File: src/rtl/mem_wb_stage_pkg.sv
// mips_pkg: shared widths, constants and FSM state type for the MEM/WB stage
package mips_pkg;
   localparam int DATA_W = 32;
   localparam int REG_W = 5;
   localparam int WB_W = 2;
   localparam int TIMEOUT_MAX = 15;
   localparam logic [DATA_W-1:0] BUBBLE_DATA = 32'hDEADBEEF;
   typedef enum logic {IDLE, ACCESS} state_t;
endpackage

File: src/rtl/mem_wb_stage_if.sv
// mem_wb_stage_if: data-memory request/acknowledge port of the MEM/WB stage
interface mem_wb_stage_if;
   import mips_pkg::*;
   logic dmem_req;
   logic dmem_we;
   logic dmem_ack;
   logic [DATA_W-1:0] dmem_addr;
   logic [DATA_W-1:0] dmem_wdata;
   logic [DATA_W-1:0] dmem_rdata;
   modport master(output dmem_req, dmem_we, dmem_addr, dmem_wdata, input dmem_ack, dmem_rdata);
   modport slave(input dmem_req, dmem_we, dmem_addr, dmem_wdata, output dmem_ack, dmem_rdata);
endinterface

File: src/rtl/mem_wb_stage_reg.sv
// mem_wb_reg: MEM/WB pipeline registers with independent wb/valid, field and read-data loads
module mem_wb_reg import mips_pkg::*; (
   input  logic              clk,
   input  logic              rst_n,
   input  logic              ld_wb,
   input  logic              ld_fields,
   input  logic              ld_rd,
   input  logic [WB_W-1:0]   wb_nxt,
   input  logic              valid_nxt,
   input  logic [DATA_W-1:0] rd_nxt,
   input  logic [DATA_W-1:0] alu_nxt,
   input  logic [REG_W-1:0]  wr_nxt,
   output logic [WB_W-1:0]   wb_out,
   output logic              valid_out,
   output logic [DATA_W-1:0] read_data_out,
   output logic [DATA_W-1:0] alu_out,
   output logic [REG_W-1:0]  writereg_out
);
   always_ff @(posedge clk or negedge rst_n) begin
      if (!rst_n) begin
         wb_out <= '0;
         valid_out <= 1'b0;
         read_data_out <= '0;
         alu_out <= '0;
         writereg_out <= '0;
      end else begin
         if (ld_wb) begin
            wb_out <= wb_nxt;
            valid_out <= valid_nxt;
         end
         if (ld_fields) begin
            alu_out <= alu_nxt;
            writereg_out <= wr_nxt;
         end
         if (ld_rd) read_data_out <= rd_nxt;
      end
   end
endmodule

File: src/rtl/mem_wb_stage.sv
// mem_wb_stage: MEM stage with data-memory handshake FSM feeding MEM/WB; MEM_TIMEOUT_EN adds err/timeout
module mem_wb_stage import mips_pkg::*; (
   input  logic              clk,
   input  logic              rst_n,
   input  logic              ce,
   input  logic [DATA_W-1:0] pc,
   input  logic [WB_W-1:0]   wb,
   input  logic              memwrite,
   input  logic              memread,
   input  logic              branch,
   input  logic              zero,
   input  logic [DATA_W-1:0] alu_in,
   input  logic [DATA_W-1:0] rt_data,
   input  logic [REG_W-1:0]  writereg,
   mem_wb_stage_if.master    mem,
   output logic              stall,
   output logic              pcsrc,
   output logic [DATA_W-1:0] branch_pc,
   output logic [WB_W-1:0]   wb_out,
   output logic [DATA_W-1:0] read_data_out,
   output logic [DATA_W-1:0] alu_out,
   output logic [REG_W-1:0]  writereg_out,
   output logic              valid_out
`ifdef MEM_TIMEOUT_EN
   ,
   output logic              err
`endif
);
   state_t state, state_nxt;
   logic [WB_W-1:0] wb_h;
   logic [REG_W-1:0] wr_h;
   logic launch, pass, done, tmo;
   assign pcsrc = branch & zero & ce;
   assign branch_pc = pc;
   assign mem.dmem_req = state == ACCESS;
   assign launch = state == IDLE && ce && (memread || memwrite);
   assign pass = state == IDLE && ce && !(memread || memwrite);
   assign done = state == ACCESS && mem.dmem_ack;
   assign stall = launch || state == ACCESS;
`ifdef MEM_TIMEOUT_EN
   logic [3:0] cnt;
   // fires on the edge that would bring the counter to TIMEOUT_MAX
   assign tmo = state == ACCESS && !mem.dmem_ack && cnt == 4'(TIMEOUT_MAX - 1);
   always_ff @(posedge clk or negedge rst_n) begin
      if (!rst_n) begin
         cnt <= '0;
         err <= 1'b0;
      end else begin
         if (launch) cnt <= '0;
         else if (state == ACCESS && !mem.dmem_ack) cnt <= cnt + 4'd1;
         if (tmo) err <= 1'b1;
      end
   end
`else
   assign tmo = 1'b0;
`endif
   always_comb state_nxt = launch ? ACCESS : (done || tmo) ? IDLE : state;
   always_ff @(posedge clk or negedge rst_n) begin
      if (!rst_n) begin
         state <= IDLE;
         mem.dmem_we <= 1'b0;
         mem.dmem_addr <= '0;
         mem.dmem_wdata <= '0;
         wb_h <= '0;
         wr_h <= '0;
      end else begin
         state <= state_nxt;
         if (launch) begin
            mem.dmem_addr <= alu_in;
            mem.dmem_wdata <= rt_data;
            mem.dmem_we <= memwrite;
            wb_h <= wb;
            wr_h <= writereg;
         end
      end
   end
   // stalled cycles without completion load a bubble (wb=00, valid=0)
   mem_wb_reg u_reg (
      .clk(clk),
      .rst_n(rst_n),
      .ld_wb(stall || pass),
      .ld_fields(done || pass),
      .ld_rd((done && !mem.dmem_we) || tmo),
      .wb_nxt(done ? wb_h : pass ? wb : '0),
      .valid_nxt(done || tmo || pass),
      .rd_nxt(tmo ? BUBBLE_DATA : mem.dmem_rdata),
      .alu_nxt(done ? mem.dmem_addr : alu_in),
      .wr_nxt(done ? wr_h : writereg),
      .wb_out(wb_out),
      .valid_out(valid_out),
      .read_data_out(read_data_out),
      .alu_out(alu_out),
      .writereg_out(writereg_out)
   );
endmodule

File: src/flat_wrapper.sv
// flat-port wrapper written by rule: the top's interface ports become plain ports
module mem_wb_stage_flat import mips_pkg::*;
  (clk, rst_n, ce, pc, wb, memwrite, memread, branch, zero, alu_in, rt_data, writereg, stall, pcsrc, branch_pc, wb_out, read_data_out, alu_out, writereg_out, valid_out, mem_dmem_req, mem_dmem_we, mem_dmem_addr, mem_dmem_wdata, mem_dmem_ack, mem_dmem_rdata);
  mem_wb_stage_if mem_i ();
  input  logic clk;
  input  logic rst_n;
  input  logic ce;
  input  logic [DATA_W-1:0] pc;
  input  logic [WB_W-1:0] wb;
  input  logic memwrite;
  input  logic memread;
  input  logic branch;
  input  logic zero;
  input  logic [DATA_W-1:0] alu_in;
  input  logic [DATA_W-1:0] rt_data;
  input  logic [REG_W-1:0] writereg;
  output logic stall;
  output logic pcsrc;
  output logic [DATA_W-1:0] branch_pc;
  output logic [WB_W-1:0] wb_out;
  output logic [DATA_W-1:0] read_data_out;
  output logic [DATA_W-1:0] alu_out;
  output logic [REG_W-1:0] writereg_out;
  output logic valid_out;
  output wire logic [$bits(mem_i.dmem_req)-1:0] mem_dmem_req;
  output wire logic [$bits(mem_i.dmem_we)-1:0] mem_dmem_we;
  output wire logic [$bits(mem_i.dmem_addr)-1:0] mem_dmem_addr;
  output wire logic [$bits(mem_i.dmem_wdata)-1:0] mem_dmem_wdata;
  input wire logic [$bits(mem_i.dmem_ack)-1:0] mem_dmem_ack;
  input wire logic [$bits(mem_i.dmem_rdata)-1:0] mem_dmem_rdata;
  assign mem_dmem_req = mem_i.dmem_req;
  assign mem_dmem_we = mem_i.dmem_we;
  assign mem_dmem_addr = mem_i.dmem_addr;
  assign mem_dmem_wdata = mem_i.dmem_wdata;
  assign mem_i.dmem_ack = mem_dmem_ack;
  assign mem_i.dmem_rdata = mem_dmem_rdata;
  mem_wb_stage u_core (.clk(clk), .rst_n(rst_n), .ce(ce), .pc(pc), .wb(wb), .memwrite(memwrite), .memread(memread), .branch(branch), .zero(zero), .alu_in(alu_in), .rt_data(rt_data), .writereg(writereg), .mem(mem_i), .stall(stall), .pcsrc(pcsrc), .branch_pc(branch_pc), .wb_out(wb_out), .read_data_out(read_data_out), .alu_out(alu_out), .writereg_out(writereg_out), .valid_out(valid_out));
endmodule
File: config.mk
export PLATFORM = sky130hd
export DESIGN_NAME = mem_wb_stage_flat
export DESIGN_NICKNAME = d
export VERILOG_FILES = /design/src/rtl/mem_wb_stage_pkg.sv /design/src/rtl/mem_wb_stage_if.sv /design/src/rtl/mem_wb_stage_reg.sv /design/src/rtl/mem_wb_stage.sv /design/src/flat_wrapper.sv
export SDC_FILE = /design/constraint.sdc
export NUM_CORES = 1
export LEC_CHECK = 0
export CAP_MARGIN = 10
export CORE_AREA = 3 3 121 123
export CTS_CLUSTER_DIAMETER = 200
export CTS_CLUSTER_SIZE = 14
export DETAILED_ROUTE_END_ITERATION = 16
export DIE_AREA = 0 0 124 126
export DONT_BUFFER_PORTS = 1
export MAX_ROUTING_LAYER = met4
export PLACE_DENSITY = 0.56
export SYNTH_ARGS = -nofsm -noshare
export SYNTH_HDL_FRONTEND = slang
export SYNTH_SLANG_ARGS = --single-unit
File: constraint.sdc
create_clock -name clk -period 2.2 [get_ports clk]
set_input_delay 0.44 -clock clk [delete_from_list [all_inputs] [get_ports clk]]
set_output_delay 0.44 -clock clk [all_outputs]
set_load 0.02 [all_outputs]
==> impl_metrics.env <==
export IMPL_critPathKind="flop to primary output"
export IMPL_fin_setup_tns_ns=0
export IMPL_synth_nets=625
export IMPL_p_per_area_nw_per_um2=1370
export IMPL_utilization_pct=47.5
export IMPL_numCtsBuffers=17
export IMPL_antennaDiodeCount=0
export IMPL_yosysWarnings=0
export IMPL_finalHoldViolations=145
export IMPL_post_cts_buffers=0
export IMPL_finalCritPeriodShare_pct=91.1
export IMPL_antenna_left=0
export IMPL_vdd_drop_max_uv=667
export IMPL_rows=43
export IMPL_crit_fanout=7
export IMPL_overflow=0
export IMPL_synthCells=482
export IMPL_met1Wirelength_um=4920
export IMPL_slew_headroom_pct=62.6
export IMPL_routed_via_density=5.56
export IMPL_root_buffer="clkbuf_16"
export IMPL_drt_initial_drc_count=196
export IMPL_drive_gt1_share_pct=26.1
export IMPL_grt_pass1_vias=3720
export IMPL_wl_um=14200
export IMPL_cts_resized_gates=0
export IMPL_timing_rr_start="u_core.mem.dmem_req"
export IMPL_r2r_setup_slack_ns=0.53
export IMPL_failed_checks="negative hold slack"
export IMPL_dr_total_vias=3560
export IMPL_fin_skew_ns=0.00716
export IMPL_dr_max_layer_used="met4"
export IMPL_cp_arrival_ns=1.56
export IMPL_portBuffers=0
export IMPL_synth_distinct_cells=23
export IMPL_htreeDepth=4
export IMPL_cp_data_required_time_ns=1.76
export IMPL_met3_length_um=1510
export IMPL_syn_cell_area_sq_um=6040
export IMPL_leakage_nw=2.75
export IMPL_rsz0062_at_grt="false"
export IMPL_start_util_pct=43.9
export IMPL_grt_pass1_wl_um=21400
export IMPL_drv_cap=0
export IMPL_setup_viol_count_final=0
export IMPL_crit_path_start_kind="flop"
export IMPL_hold_class="input port to asynchronous set/reset pin"
export IMPL_die_h_um=126
export IMPL_slew_violations=0
export IMPL_worst_pin_slew_ns=0.561
export IMPL_yosysSeqAreaShare_pct=60.0
export IMPL_wl_met2_um=7510
export IMPL_syn_avg_cell_area_sq_um=12.5
export IMPL_period_minus_slack_ns=2.00
export IMPL_grt_max_degree=146
export IMPL_dp_slack_ns=0.502
export IMPL_antenna_found_initial=1
export IMPL_end_kind="primary output"
export IMPL_die_x_um=124
export IMPL_drtPass1Iterations=4
export IMPL_rr_endpoint="u_core.mem.dmem_addr[29]"
export IMPL_routedWlPerCell_um=22.3
export IMPL_status="finished with violations"
export IMPL_gp_congestion=0.736
export IMPL_worst_slack_ns=0.197
export IMPL_hpwl_um=10100
export IMPL_cts_tree="built"
export IMPL_fin_nets=590
export IMPL_path_clk_slew_ns=0.06
export IMPL_clk_latency_ns=0.42
export IMPL_ys_seq_elements=145
export IMPL_dp_cells=608
export IMPL_track_usage_pct=18.8
export IMPL_drc=0
export IMPL_whs_ns=-0.293
export IMPL_r2r_cells=4
export IMPL_core_area_sq_um=13800
export IMPL_dieArea_sq_um=15600
export IMPL_ioPinCount=315
export IMPL_clockBufferDepth=2
export IMPL_cts_sinks=145
export IMPL_max_freq_ghz=0.499
export IMPL_stdcell_count=640
export IMPL_critPathLaunch="u_core.mem.dmem_req"
export IMPL_area_growth_pct=8.28
[synth_stat cells]
master	n	area [sq um]
a21o_1	2	15.0
a221oi_1	2	17.5
a22o_1	1	8.76
a31oi_1	37	231
and2_1	1	6.26
and3_1	1	6.26
buf_2	14	70.1
buf_4	38	285
buf_6	3	33.8
clkbuf_1	9	33.8
dfrtp_1	145	3630
inv_1	1	3.75
mux2_1	30	338
mux2_2	73	822
nand2_1	76	285
nand2b_1	1	6.26
nor2_1	5	18.8
nor2b_1	1	6.26
nor3_1	37	185
nor4b_2	1	15.0
o21a_1	1	7.51
or2_1	1	6.26
or2_2	2	12.5
[report_power, final]
part,switching [W],internal (W)
clock network,0.00115,0.00160
registers,0.00166,0.00347
logic,0.000457,0.000635
[placed cells by master (no fill, tap or decap), drive strengths merged, types with 5 or more instances in the layout]
master,instances
nand2,76
clkbuf,18
dfrtp,145
nor3,37
inv,6
a31oi,37
nor2,5
mux2,103
buf,10
clkinv,5
[per-layer routing]
layer  vias up  global-route usage [%]
met5         -                       -
li1       1582                       -
met4         0                    6.51
met1      1789                    20.0
met3        33                    8.58
met2       156                    31.0
[per-stage QoR]
stage | total power (W) | instance area [sq um]
6_report | 0.00898 | 6540
5_1_grt | 0.00946 | 6540
4_1_cts | 0.00912 | 6540
3_5_place_dp | 0.00635 | 5980
3_3_place_gp | 0.00625 | 5980
2_1_floorplan | 0.00596 | 6040
[flip-flops by register name, indices dropped and copies added, names as in the netlist, 2 cells and up]
name / cells
u_core.u_reg.writereg_out: 5
u_core.u_reg.wb_out: 2
u_core.mem.dmem_wdata: 32
u_core.mem.dmem_addr: 32
u_core.u_reg.alu_out: 32
u_core.wb_h: 2
u_core.u_reg.read_data_out: 32
u_core.wr_h: 5
[area by class of cell]
cell class,count,area (sq um)
Multi-Input combinational cell,272,2010
Fill cell,1250,7230
Clock inverter,14,129
Inverter,1,3.75
Clock buffer,18,439
Tap cell,180,225
Sequential cell,145,3630
Timing Repair Buffer,10,113
[logic make-up (layout without fill, tap and decap cells)]
group / Yosys count / count (layout) / synth area share [%]
AO/OA/AOI/OAI: 43 / 43 / 4.64
buffers and inverters: 65 / 43 / 7.06
flip-flops: 145 / 145 / 60.0
multiplexers: 103 / 103 / 19.2
AND/OR/NAND/NOR: 126 / 126 / 9.07
[worst max-delay path: stages (launching register included)]
cell and delay, ns:
dfrtp_1 0.46, nor2b_1 0.25, o21a_4 0.23, or2_2 0.21
[how the worst max path moves through the flow]
stage                               end
2_1_floorplan                     stall
3_3_place_gp   u_core.mem.dmem_wdata[2]
3_5_place_dp   u_core.mem.dmem_wdata[7]
4_1_cts                           stall
5_1_grt                           stall
6_report                          stall
Note: power is estimated with default switching activity, not from simulation.
